`src/rtl/resampler_cfg_ctrl_if.sv`:
```
// Configuration, stream-gating and resampler-control bundle
// for the resampler configuration sequencer.
interface resampler_cfg_ctrl_if #(
  parameter int DATA_WIDTH = 16
);
  logic                  en_i;
  logic                  cfg_valid_i;
  logic                  cfg_ready_o;
  logic [DATA_WIDTH-1:0] cfg_interp_i;
  logic [DATA_WIDTH-1:0] cfg_dec_i;
  logic [2:0]            cfg_round_i;
  logic                  cfg_err_o;
  logic                  cfg_done_o;
  logic                  busy_o;
  logic                  s_tvalid_i;
  logic                  s_tready_o;
  logic                  m_tvalid_o;
  logic                  m_tready_i;
  logic                  en_o;
  logic                  flush_o;
  logic [DATA_WIDTH-1:0] interpolation_o;
  logic [DATA_WIDTH-1:0] decimation_o;
  logic [2:0]            round_type_o;

  modport slave (
    input  en_i, cfg_valid_i, cfg_interp_i,
    input  cfg_dec_i, cfg_round_i,
    input  s_tvalid_i, m_tready_i,
    output cfg_ready_o, cfg_err_o, cfg_done_o,
    output busy_o, s_tready_o, m_tvalid_o,
    output en_o, flush_o, interpolation_o,
    output decimation_o, round_type_o
  );

  modport master (
    output en_i, cfg_valid_i, cfg_interp_i,
    output cfg_dec_i, cfg_round_i,
    output s_tvalid_i, m_tready_i,
    input  cfg_ready_o, cfg_err_o, cfg_done_o,
    input  busy_o, s_tready_o, m_tvalid_o,
    input  en_o, flush_o, interpolation_o,
    input  decimation_o, round_type_o
  );
endinterface

```
`src/rtl/resampler_cfg_ctrl.sv`:
```
// Run-time configuration sequencer: gate stream, drain,
// flush, then apply new resampler ratios atomically.
module resampler_cfg_ctrl #(
  parameter int              DATA_WIDTH   = 16,
  parameter int              DRAIN_CYCLES = 40,
  parameter int              FLUSH_CYCLES = 2,
  parameter int              DEF_INTERP   = 1,
  parameter int              DEF_DEC      = 1,
  parameter logic [2:0]      DEF_ROUND    = 3'b010
) (
  input  logic                 clk_i,
  input  logic                 rst_i,
  resampler_cfg_ctrl_if.slave  bus
);
  localparam int RATIO_MAX = 2 ** $clog2(DATA_WIDTH);
  localparam int CW =
    $clog2(DRAIN_CYCLES + FLUSH_CYCLES + 1);
  localparam logic [DATA_WIDTH-1:0] RMAX =
    DATA_WIDTH'(RATIO_MAX);
  localparam logic [DATA_WIDTH-1:0] D_INT =
    DATA_WIDTH'(DEF_INTERP);
  localparam logic [DATA_WIDTH-1:0] D_DEC =
    DATA_WIDTH'(DEF_DEC);
  localparam logic [CW-1:0] DRAIN_LAST =
    CW'(DRAIN_CYCLES - 1);
  localparam logic [CW-1:0] FLUSH_LAST =
    CW'(FLUSH_CYCLES - 1);

  typedef enum logic [1:0] {
    ST_RUN, ST_DRAIN, ST_FLUSH, ST_APPLY
  } state_t;

  state_t                r_state, w_nxt;
  logic [CW-1:0]         r_cnt, w_cnt_nxt;
  logic [DATA_WIDTH-1:0] r_sh_int, r_sh_dec;
  logic [2:0]            r_sh_rnd;
  logic [DATA_WIDTH-1:0] r_int, r_dec;
  logic [2:0]            r_rnd;
  logic                  r_flush, r_err, r_done;
  logic                  w_ready, w_busy, w_en;
  logic                  w_mvalid, w_sready;
  logic                  w_accept, w_legal;

  assign w_legal =
    (bus.cfg_interp_i != '0) &&
    (bus.cfg_interp_i <= RMAX) &&
    (bus.cfg_dec_i != '0) &&
    (bus.cfg_dec_i <= RMAX) &&
    $onehot(bus.cfg_round_i);
  assign w_accept = w_ready & bus.cfg_valid_i;

  // Next state, counter and combinational gating
  always_comb begin
    w_nxt     = r_state;
    w_cnt_nxt = r_cnt;
    w_ready   = 1'b0;
    w_busy    = 1'b1;
    w_en      = bus.en_i;
    w_mvalid  = 1'b0;
    w_sready  = 1'b0;
    unique case (r_state)
      ST_RUN: begin
        w_busy   = 1'b0;
        w_ready  = bus.en_i;
        w_mvalid = bus.s_tvalid_i;
        w_sready = bus.m_tready_i;
        if (w_accept && w_legal) begin
          w_nxt     = ST_DRAIN;
          w_cnt_nxt = '0;
        end
      end
      ST_DRAIN: begin
        if (bus.en_i) begin
          if (r_cnt == DRAIN_LAST) begin
            w_nxt     = ST_FLUSH;
            w_cnt_nxt = '0;
          end else begin
            w_cnt_nxt = r_cnt + CW'(1);
          end
        end
      end
      ST_FLUSH: begin
        w_en = 1'b0;
        if (bus.en_i) begin
          if (r_cnt == FLUSH_LAST) begin
            w_nxt     = ST_APPLY;
            w_cnt_nxt = '0;
          end else begin
            w_cnt_nxt = r_cnt + CW'(1);
          end
        end
      end
      ST_APPLY: begin
        if (bus.en_i) w_nxt = ST_RUN;
      end
      default: w_nxt = ST_RUN;
    endcase
  end

  // State and counter registers, frozen while en_i is low
  always_ff @(posedge clk_i or posedge rst_i) begin
    if (rst_i) begin
      r_state <= ST_RUN;
      r_cnt   <= '0;
    end else if (bus.en_i) begin
      r_state <= w_nxt;
      r_cnt   <= w_cnt_nxt;
    end
  end

  // Shadow capture of a legal accepted request
  always_ff @(posedge clk_i or posedge rst_i) begin
    if (rst_i) begin
      r_sh_int <= D_INT;
      r_sh_dec <= D_DEC;
      r_sh_rnd <= DEF_ROUND;
    end else if (w_accept && w_legal) begin
      r_sh_int <= bus.cfg_interp_i;
      r_sh_dec <= bus.cfg_dec_i;
      r_sh_rnd <= bus.cfg_round_i;
    end
  end

  // Live ratio outputs only change leaving APPLY
  always_ff @(posedge clk_i or posedge rst_i) begin
    if (rst_i) begin
      r_int <= D_INT;
      r_dec <= D_DEC;
      r_rnd <= DEF_ROUND;
    end else if (r_state == ST_APPLY && bus.en_i) begin
      r_int <= r_sh_int;
      r_dec <= r_sh_dec;
      r_rnd <= r_sh_rnd;
    end
  end

  // Flush level tracks FLUSH state; status pulses last one cycle
  always_ff @(posedge clk_i or posedge rst_i) begin
    if (rst_i) begin
      r_flush <= 1'b0;
      r_err   <= 1'b0;
      r_done  <= 1'b0;
    end else begin
      if (bus.en_i) r_flush <= (w_nxt == ST_FLUSH);
      r_err  <= w_accept & ~w_legal;
      r_done <= (r_state == ST_APPLY) & bus.en_i;
    end
  end

  assign bus.cfg_ready_o     = w_ready;
  assign bus.busy_o          = w_busy;
  assign bus.en_o            = w_en;
  assign bus.m_tvalid_o      = w_mvalid;
  assign bus.s_tready_o      = w_sready;
  assign bus.flush_o         = r_flush;
  assign bus.cfg_err_o       = r_err;
  assign bus.cfg_done_o      = r_done;
  assign bus.interpolation_o = r_int;
  assign bus.decimation_o    = r_dec;
  assign bus.round_type_o    = r_rnd;
endmodule

```
`src/flat_wrapper.sv`:
```
// flat-port wrapper written by rule: the top's interface ports become plain ports
module resampler_cfg_ctrl_flat 
#(
  parameter int              DATA_WIDTH   = 16,
  parameter int              DRAIN_CYCLES = 40,
  parameter int              FLUSH_CYCLES = 2,
  parameter int              DEF_INTERP   = 1,
  parameter int              DEF_DEC      = 1,
  parameter logic [2:0]      DEF_ROUND    = 3'b010
)
  (clk_i, rst_i, bus_en_i, bus_cfg_valid_i, bus_cfg_interp_i, bus_cfg_dec_i, bus_cfg_round_i, bus_s_tvalid_i, bus_m_tready_i, bus_cfg_ready_o, bus_cfg_err_o, bus_cfg_done_o, bus_busy_o, bus_s_tready_o, bus_m_tvalid_o, bus_en_o, bus_flush_o, bus_interpolation_o, bus_decimation_o, bus_round_type_o);
  resampler_cfg_ctrl_if #(.DATA_WIDTH(DATA_WIDTH)) bus_i ();
  input  logic clk_i;
  input  logic rst_i;
  input wire logic [$bits(bus_i.en_i)-1:0] bus_en_i;
  input wire logic [$bits(bus_i.cfg_valid_i)-1:0] bus_cfg_valid_i;
  input wire logic [$bits(bus_i.cfg_interp_i)-1:0] bus_cfg_interp_i;
  input wire logic [$bits(bus_i.cfg_dec_i)-1:0] bus_cfg_dec_i;
  input wire logic [$bits(bus_i.cfg_round_i)-1:0] bus_cfg_round_i;
  input wire logic [$bits(bus_i.s_tvalid_i)-1:0] bus_s_tvalid_i;
  input wire logic [$bits(bus_i.m_tready_i)-1:0] bus_m_tready_i;
  output wire logic [$bits(bus_i.cfg_ready_o)-1:0] bus_cfg_ready_o;
  output wire logic [$bits(bus_i.cfg_err_o)-1:0] bus_cfg_err_o;
  output wire logic [$bits(bus_i.cfg_done_o)-1:0] bus_cfg_done_o;
  output wire logic [$bits(bus_i.busy_o)-1:0] bus_busy_o;
  output wire logic [$bits(bus_i.s_tready_o)-1:0] bus_s_tready_o;
  output wire logic [$bits(bus_i.m_tvalid_o)-1:0] bus_m_tvalid_o;
  output wire logic [$bits(bus_i.en_o)-1:0] bus_en_o;
  output wire logic [$bits(bus_i.flush_o)-1:0] bus_flush_o;
  output wire logic [$bits(bus_i.interpolation_o)-1:0] bus_interpolation_o;
  output wire logic [$bits(bus_i.decimation_o)-1:0] bus_decimation_o;
  output wire logic [$bits(bus_i.round_type_o)-1:0] bus_round_type_o;
  assign bus_i.en_i = bus_en_i;
  assign bus_i.cfg_valid_i = bus_cfg_valid_i;
  assign bus_i.cfg_interp_i = bus_cfg_interp_i;
  assign bus_i.cfg_dec_i = bus_cfg_dec_i;
  assign bus_i.cfg_round_i = bus_cfg_round_i;
  assign bus_i.s_tvalid_i = bus_s_tvalid_i;
  assign bus_i.m_tready_i = bus_m_tready_i;
  assign bus_cfg_ready_o = bus_i.cfg_ready_o;
  assign bus_cfg_err_o = bus_i.cfg_err_o;
  assign bus_cfg_done_o = bus_i.cfg_done_o;
  assign bus_busy_o = bus_i.busy_o;
  assign bus_s_tready_o = bus_i.s_tready_o;
  assign bus_m_tvalid_o = bus_i.m_tvalid_o;
  assign bus_en_o = bus_i.en_o;
  assign bus_flush_o = bus_i.flush_o;
  assign bus_interpolation_o = bus_i.interpolation_o;
  assign bus_decimation_o = bus_i.decimation_o;
  assign bus_round_type_o = bus_i.round_type_o;
  resampler_cfg_ctrl #(.DATA_WIDTH(DATA_WIDTH), .DRAIN_CYCLES(DRAIN_CYCLES), .FLUSH_CYCLES(FLUSH_CYCLES), .DEF_INTERP(DEF_INTERP), .DEF_DEC(DEF_DEC), .DEF_ROUND(DEF_ROUND)) u_core (.clk_i(clk_i), .rst_i(rst_i), .bus(bus_i));
endmodule
```
`config.mk`:
```
export PLATFORM = sky130hd
export DESIGN_NAME = resampler_cfg_ctrl_flat
export DESIGN_NICKNAME = d
export VERILOG_FILES = /design/src/rtl/resampler_cfg_ctrl_if.sv /design/src/rtl/resampler_cfg_ctrl.sv /design/src/flat_wrapper.sv
export SDC_FILE = /design/constraint.sdc
export NUM_CORES = 1
export LEC_CHECK = 0
export ABC_AREA = 1
export BUFFER_PORTS_ARGS = -buffer_cell sky130_fd_sc_hd__buf_2
export CORE_MARGIN = 10
export CORE_UTILIZATION = 40
export DETAILED_ROUTE_END_ITERATION = 8
export PLACE_DENSITY_LB_ADDON = 0.08
export SLEW_MARGIN = 15
export SYNTH_ARGS = -nofsm -noshare
export SYNTH_HDL_FRONTEND = slang
export SYNTH_SLANG_ARGS = --single-unit
```
`constraint.sdc`:
```
create_clock -name clk_i -period 2.2 [get_ports clk_i]
set_input_delay 0.22 -clock clk_i [delete_from_list [all_inputs] [get_ports clk_i]]
set_output_delay 0.22 -clock clk_i [all_outputs]
set_load 0.01 [all_outputs]
```
Word level (Yosys, flattened, before mapping):

Index checks and enable logic that the tools add are counted.

* register bits: 81
* bits in latches: 0
* RAM bits: 0
* bits in read-only memories: 0
* output and inout port bits: 43
* logic and storage cells: 55
* memories: 0

* add/sub/neg operators: 3
* multipliers: 0
* div/mod/pow operators: 0
* magnitude comparators: 2
* eq/ne operators: 8
* shifts and indexed selects: 0
* muxes and demuxes: 16
* bitwise logic cells: 4
* reduce and logical (&&, ||, !) cells: 11

Operators with widths (number)
* 16-bit by 5-bit less-or-equal comparator with 1-bit output (second input constant): 2
* 16-bit nonzero test: 2
* 6-bit 2-to-1 mux: 3
* 6-bit case mux with 3 select lines: 1
* 2-bit 2-to-1 mux: 6
* 2-bit case mux with 4 select lines: 1
* 6-bit by 1-bit adder with 6-bit output (second input constant): 1
* 2-bit equality test (second input constant): 3
* 6-bit by 1-bit equality test with 1-bit output (second input constant): 1
* 6-bit equality test (second input constant): 1
* 1-bit logical AND: 6
* 1-bit 2-to-1 mux: 5
* 2-bit by 1-bit equality test with 1-bit output (second input constant): 2
* 1-bit bitwise AND: 3
* 3-bit AND reduction: 1
* 3-bit nonzero test: 1
* 1-bit by 1-bit adder with 2-bit output: 1
* 2-bit by 1-bit adder with 2-bit output: 1
* 2-bit zero test: 1
* 2-bit by 1-bit != test with 1-bit output (second input constant): 1
* 1-bit inverter: 1

Logic depth before layout (Yosys ltp):

Gate-level depths: netlist of the first run.

* word-level depth: 9
* mapped depth: 14
* mapped depth without buffers: 13

Worst setup path before layout of the first run:

No wires, ideal clock.

* kind: input-to-reg
* start point: input port bus_cfg_round_i[0]
* end point: register u_core.r_sh_int[1]
* setup time: 125 ps
* arrival: 1643 ps
* data required time: 2075 ps
* setup slack: 432 ps
* stages on the path: 10
* path through: inv_1 fa_1 nor2_1 nand2_1 nor2_1 nand2_1 nor2_4 nand3_2 buf_6 mux2_4

* word-level cells in the longest chain between the ends: 5

Ends and longest elaborated chain
* from (decl): line flat_wrapper.sv:19 `input wire logic [$bits(bus_i.cfg_round_i)-1:0] bus_cfg_round_i;`
* 1-bit by 1-bit adder with 2-bit output (implied by the code): line resampler_cfg_ctrl.sv:49 `$onehot(bus.cfg_round_i);`
* 2-bit by 1-bit adder with 2-bit output (implied by the code): line resampler_cfg_ctrl.sv:49
* 2-bit by 1-bit equality test with 1-bit output: line resampler_cfg_ctrl.sv:49
* 1-bit logical AND: line resampler_cfg_ctrl.sv:48 `(bus.cfg_dec_i <= RMAX) &&`
* 1-bit logical AND: line resampler_cfg_ctrl.sv:117 `end else if (w_accept && w_legal) begin`
* to (signal assigned): line resampler_cfg_ctrl.sv:118 `r_sh_int <= bus.cfg_interp_i;`
* to (decl): line resampler_cfg_ctrl.sv:35 `logic [DATA_WIDTH-1:0] r_sh_int, r_sh_dec;`

Every way passes these cells.
A chain may end at the register's enable or synchronous reset.

Final worst setup path of the first run:

* start point: register u_core.r_state[1]
* end point: register u_core.r_sh_int[4]

* word-level cells in the longest chain between the ends: 4

Ends and longest elaborated chain
* from (decl): line resampler_cfg_ctrl.sv:33 `state_t r_state, w_nxt;`
* from (signal assigned): line resampler_cfg_ctrl.sv:106 `r_state <= w_nxt;`
* 2-bit zero test: line resampler_cfg_ctrl.sv:61 `unique case (r_state)`
* 1-bit 2-to-1 mux: line resampler_cfg_ctrl.sv:61
* 1-bit bitwise AND: line resampler_cfg_ctrl.sv:50 `assign w_accept = w_ready & bus.cfg_valid_i;`
* 1-bit logical AND: line resampler_cfg_ctrl.sv:117

Every way passes these cells.

==> flow_summary_export.csv, run 1 <==
group,metric,value,unit
min_path,hp-class,"input pin to flip-flop",
placement,placedCellCount,616,
cts,insertion_delay,360,ps
global_route,antenna_found_initial,0,
drt,wl_per_cell,13.12,um
timing,finalClockSkew,10.69,ps
cts,clkSinkCount,81,
timing,fin_tns_setup,0,ps
critical_path,end_kind,"flip-flop",
synth,syn_avg_cell_area,8.509,um2
pwr,peakVddDrop,431.9,uV
timing,relSlewSlack,58.40,%
pwr,power_density,735.2,nW/um2
cts,path_clk_slew,90,ps
floorplanning,die-area,13400,um2
drt,vias_per_cell,4.555,
layout,area_growth,20.16,%
layout,final_cell_mix,"nand2_1 (174), buf_2 (83), dfrtp_1 (75)",
floorplanning,io_pins,84,
critical_path,critPathMaxStageDelay,420,ps
critical_path,crit_top_cell,"inv_1",
global_route,grt_pass1_wl,14010,um
synth,synth_seq_cells,81,
placement,port_buffers,83,
drt,drt_iter0_drc,154,
critical_path,critPathArrivalTime,2160,ps
run,drv_cap,0,
synth,synth-seq-area-share,55.48,%
layout,drive_gt1_share,25.52,%
drt,drtPass1Iterations,4,
layout,fin_nets,569,
floorplanning,die_w,115.8,um
layout,final_common_cell,"nand2_1",
global_route,grt.total_usage,13.12,%
timing,rsz0062_at_grt,"false",
synth,synthDistinctLibCells,30,
critical_path,crit_path_start_kind,"flip-flop",
placement,dpl.hpwl,5943,um
critical_path,critPathRequiredTime,2440,ps
cts,cts_buffers,9,
critical_path,crit_fanout,33,
global_route,grt_pass1_vias,2938,
timing,fin_crit_sh,87.24,%
synth,synth_cells,431,
floorplanning,die_height,115.8,um
floorplanning,fp.coreArea,8806,um2
timing,period_minus_slack,1919,ps
synth,syn_nets,480,
timing,finalMaxSlewViolations,0,
global_route,grt_start_max_net_pins,64,
timing,fmax,0.5210,GHz
synth,ys_warn_count,0,
placement,place.gp.congestion,0.7792,
drt,dr_total_vias,2883,
timing,finalHoldViolations,0,
layout,antenna_cells,0,
run_status,outcome,"completed",
cts,cts-root-buf,"clkbuf_8",
drt,drc,0,
critical_path,path_delay_family,"buffers and inverters",
critical_path,crit_path_cell_trace,"inv_1 -> ha_2 -> nand2_1 -> inv_1 -> nand2_1 -> inv_1 -> nand3_2 -> buf_12 -> mux2_4",
critical_path,worstSetupPathType,"flip-flop to flip-flop",
drt,wirelength,8306,um
global_route,overflow,0,
cts,htree_num_levels,3,
critical_path,slowest_stage,"dfrtp_1",
floorplanning,start_util,41.65,%
cts,clockBufferDepth,2,
timing,tightestPinTransition,622.7,ps
pwr,p_leak,0.002649,uW
synth,netlist_area,3667,um2
critical_path,crit_buf_inv,4,
timing,setup-violations-final,0,
cts,cts_tree,"done",
floorplanning,row_count,34,
layout,fin_cells,633,
drt,ant_nets,0,
sequential cells by signal, summed over array words and instances, names as in the netlist:
signal	cells
u_core.bus.cfg_err_o	1
u_core.bus.cfg_done_o	1
u_core.r_state	2
u_core.bus.flush_o	1
u_core.bus.interpolation_o	16
u_core.r_cnt	6
u_core.r_sh_dec	16
u_core.bus.round_type_o	3
u_core.r_sh_int	16
u_core.r_sh_rnd	3
u_core.bus.decimation_o	16
power breakdown:
group          total [uW]  switching, uW  internal [uW]
Sequential           1650           84.2           1570
Clock                 983            566            417
Combinational         603            365            238
synth_stat cells (all sizes together):
| cell | instances | area share, % |
|---|---|---|
| nand2 | 175 | 18 |
| dfrtp | 75 | 51 |
| clkbuf | 4 | 0.41 |
| o21ai | 16 | 3.2 |
| buf | 9 | 1.8 |
| mux2 | 6 | 2.5 |
| fa | 1 | 0.55 |
| o31ai | 1 | 0.20 |
| a22oi | 1 | 0.20 |
| inv | 58 | 5.9 |
| nand3 | 8 | 1.2 |
| a21oi | 9 | 1.2 |
| nor3 | 3 | 0.41 |
| nand2b | 1 | 0.17 |
| ha | 7 | 2.4 |
| nor2 | 42 | 4.6 |
| a31o | 1 | 0.24 |
| nand4 | 4 | 0.68 |
| xor2 | 2 | 0.48 |
| o211ai | 2 | 0.41 |
| dfstp | 6 | 4.3 |
cells by family after synthesis:
kind of cell	synth area share, %
mux	2.457
flops	55.48
buf+inv	8.120
compound gates	5.493
xor+xnor	0.4777
fa+ha+maj	2.934
simple gates	25.04
path summary, 6_finish.rpt:
kind | start | end | slack (ps) | depth (start not counted)
worst min register to register | u_core.r_sh_dec[6] | u_core.bus.decimation_o[6] | 460 | 2
min in group asynchronous | rst_i | u_core.bus.interpolation_o[14] | 420 | 3
worst max register to register | u_core.r_state[1] | u_core.r_sh_int[4] | 280 | 9
max in group asynchronous | rst_i | u_core.bus.decimation_o[0] | 1070 | 4
worst min-delay path | bus_cfg_interp_i[0] | u_core.r_sh_int[0] | 100 | 2
worst max-delay path | u_core.r_state[1] | u_core.r_sh_int[4] | 280 | 9
cell type report:
class | count | area [um2]
flip-flops and latches | 81 | 2034
well taps | 108 | 135.1
clock inverters | 5 | 40.04
clock buffers | 11 | 131.4
fillers | 895 | 4399
multi-input cells | 279 | 1338
inverters | 58 | 225.2
repair buffers | 91 | 503.0
layer usage:
metal | GRT usage [%] | wire length, um | vias up
li1 | - | - | 1477
met2 | 20.37 | 3624 | 67
met3 | 4.548 | 565 | 10
met5 | 0 | 0 | -
met4 | 5.254 | 115 | 0
met1 | 16.47 | 4001 | 1329
through the flow:
stage | setup WS (ps) | hold WS, ps | area (um2) | utilization (%) | power, uW
finish | 280.8 | 103.9 | 4407 | 50.04 | 3240
global route | 3.012 | 98.47 | 4407 | 50.04 | 3440
CTS | 221.5 | 87.28 | 4400 | 49.97 | 3278
detailed placement | 107.7 | 261.0 | 4219 | 47.91 | 2288
global placement | 149.7 | 252.3 | 4219 | 47.91 | 2281
floorplan | 432.1 | 360.2 | 3671 | - | 2067
what timing repair did:
action	in CTS	in global routing
endpoints found under the hold margin	16	0
gates resized for setup	0	2
endpoints found under the setup margin	0	37
hold buffers	1	0
buffers inserted	0	0
No activity file was read; power rests on OpenSTA's default activity.
==> run 2: changes to the inputs <==
--- a/config.mk
+++ b/config.mk
@@ -7,7 +7,7 @@
 export LEC_CHECK = 0
 export ABC_AREA = 1
 export BUFFER_PORTS_ARGS = -buffer_cell sky130_fd_sc_hd__buf_2
-export CORE_MARGIN = 10
+export CORE_MARGIN = 1.5
 export CORE_UTILIZATION = 40
 export DETAILED_ROUTE_END_ITERATION = 8
 export PLACE_DENSITY_LB_ADDON = 0.08
==> constraint.sdc (replaced) <==
create_clock -name clk_i -period 2.2 [get_ports clk_i]
set_input_delay 0 -clock clk_i [delete_from_list [all_inputs] [get_ports clk_i]]
set_output_delay 0 -clock clk_i [all_outputs]
set_load 0.01 [all_outputs]
==> run 2 against run 1 <==
Compared with the run above:
- wire length decreased by 8.6%
- clock skew is 2.5 ps lower
- core utilization up 2.1 points
- largest cell class unchanged
- largest power group unchanged
==> flow_summary_export.csv, run 2 (synthesis gave the netlist of run 1 again) <==
group,metric,value,unit
drt,dr_total_vias,2919,
drt,vias_per_cell,4.512,
timing,fin_tns_setup,0,ps
placement,placedCellCount,615,
timing,setup_ws,143.4,ps
run_status,outcome,"completed",
placement,place.gp.congestion,0.7804,
min_path,hp-class,"input pin to flip-flop",
timing,fmax,0.4862,GHz
global_route,grt_pass1_wl,13420,um
layout,final_cell_mix,"nand2_1 (174), buf_2 (83), dfrtp_1 (75)",
timing,fin_crit_sh,93.48,%
critical_path,path_delay_family,"buffers and inverters",
floorplanning,start_util,41.65,%
pwr,power_density,747.7,nW/um2
critical_path,end_kind,"flip-flop",
drt,wirelength,7590,um
pwr,peakVddDrop,311.7,uV
floorplanning,row_count,34,
drt,drc,0,
placement,port_buffers,83,
timing,hold_ws,161.2,ps
critical_path,crit_buf_inv,4,
layout,drive_gt1_share,25.05,%
global_route,grt_start_max_net_pins,39,
drt,drtPass1Iterations,7,
timing,rsz0062_at_grt,"true",
drt,drt_iter0_drc,120,
global_route,overflow,0,
layout,final_common_cell,"nand2_1",
timing,finalClockSkew,8.234,ps
timing,relSlewSlack,33.82,%
layout,antenna_cells,0,
cts,clockBufferDepth,2,
floorplanning,fp.coreArea,8806,um2
floorplanning,die_w,98.75,um
min_path,hold_path_end,"u_core.bus.cfg_err_o",
critical_path,worstSetupPathType,"input pin to flip-flop",
critical_path,reg2reg_depth,9,
run,drv_cap,0,
cts,cts-root-buf,"clkbuf_8",
cts,htree_num_levels,3,
timing,finalMaxSlewViolations,0,
global_route,antenna_found_initial,0,
critical_path,critPathArrivalTime,2290,ps
drt,wl_per_cell,11.73,um
critical_path,crit_fanout,37,
min_path,hp-start,"bus_cfg_interp_i[15]",
cts,path_clk_slew,80,ps
floorplanning,die-area,9752,um2
timing,period_minus_slack,2057,ps
critical_path,crit_path_cell_trace,"dlygate4sd3_1 -> buf_2 -> inv_1 -> fa_1 -> nor2_1 -> nand2_1 -> nor2_1 -> nand2_1 -> nor2_4 -> nand3_2 -> buf_8 -> mux2_4",
floorplanning,die_height,98.75,um
cts,cts_buffers,9,
drt,ant_nets,0,
placement,dp_slack,255.8,ps
critical_path,reg2reg_from,"u_core.r_state[1]",
layout,fillerInstances,874,
critical_path,reg2reg_to,"u_core.r_sh_int[2]",
critical_path,reg2reg_slack,370,ps
layout,fin_cells,647,
critical_path,slowest_stage,"dlygate4sd3_1",
critical_path,critPathRequiredTime,2440,ps
global_route,grtUsageMet2,27.69,%
timing,setup-violations-final,0,
layout,fin_nets,583,
floorplanning,io_pins,84,
pwr,p_leak,0.002755,uW
global_route,grt.total_usage,17.22,%
cts,cts_tree,"done",
critical_path,crit_path_start_kind,"input pin",
global_route,grtUsageMet3,2.908,%
layout,post-route-cell-area,4592,um2
cts,cts_setup_buffers,0,
timing,tightestPinTransition,991.6,ps
global_route,top_usage_layer,"met2",
cts,clkSinkCount,81,
timing,finalHoldViolations,0,
global_route,grtUsageMet1,22.87,%
cts,insertion_delay,340,ps
global_route,grt_pass1_vias,3016,
placement,dpl.hpwl,5224,um
layout,area_growth,25.21,%
min_path,whs_path_depth,7,
critical_path,critPathMaxStageDelay,540,ps
placement,dpl-instance-area,4197,um2
==> run 2: worst min-delay path: stages <==
cell     delay [ps]
buf_2            70
nor2_1           40
nand2_1          50
nor2_1           40
nand2_1          90
nor2_4           50
a21oi_1         120
==> run 2: layout make-up <==
type | instances | area [um2] | share of cell area, %
Clock inverter | 5 | 62.56 | 1.362
Clock buffer | 11 | 151.4 | 3.297
Timing Repair Buffer | 105 | 640.6 | 13.95
Tap cell | 108 | 135.1 | 2.943
Inverter | 58 | 219.0 | 4.768
Multi-Input combinational cell | 279 | 1349 | 29.37
Sequential cell | 81 | 2034 | 44.31
==> run 2: how the worst max path moves through the flow <==
stage                     depth (start not counted)  slack [ps]               endpoint               start
final                                            12         140     u_core.r_sh_int[2]  bus_cfg_round_i[1]
after global routing                             12         -40      u_core.r_state[0]  bus_cfg_round_i[1]
after CTS                                        12         100     u_core.r_sh_int[2]  bus_cfg_round_i[1]
after detailed placement                         11         260     u_core.r_sh_int[1]  bus_cfg_round_i[0]
after global placement                           11         290     u_core.r_sh_int[2]  bus_cfg_round_i[1]
after floorplan                                   1         130  u_core.bus.cfg_done_o               rst_i
==> run 2: repair_timing <==
| item | 4_1_cts | 5_1_grt |
|---|---|---|
| endpoints found under the setup margin | 0 | 15 |
| hold endpoints to repair | 45 | 0 |
| resized for setup | 0 | 6 |
| hold buffers | 16 | 0 |
==> run 2: metal layers <==
layer  vias up  share of wire (%)
li1       1509                  -
met1      1306                 49
met2        85                 44
met3        19                4.2
met4         0                2.4
met5         -                  0
==> run 2: metrics by stage <==
step,total power (uW),util (%)
2_1_floorplan,2067,-
4_1_cts,3463,51.90
3_5_place_dp,2288,47.66
5_1_grt,3634,52.15
3_3_place_gp,2279,47.66
6_report,3434,52.15
==> run 2: report_power, final <==
| group | internal (uW) | total [uW] | leakage (uW) | switching [uW] |
|---|---|---|---|---|
| clock network | 593 | 1140 | 0.000102 | 552 |
| logic | 261 | 635 | 0.00157 | 373 |
| registers | 1570 | 1650 | 0.00108 | 84.7 |
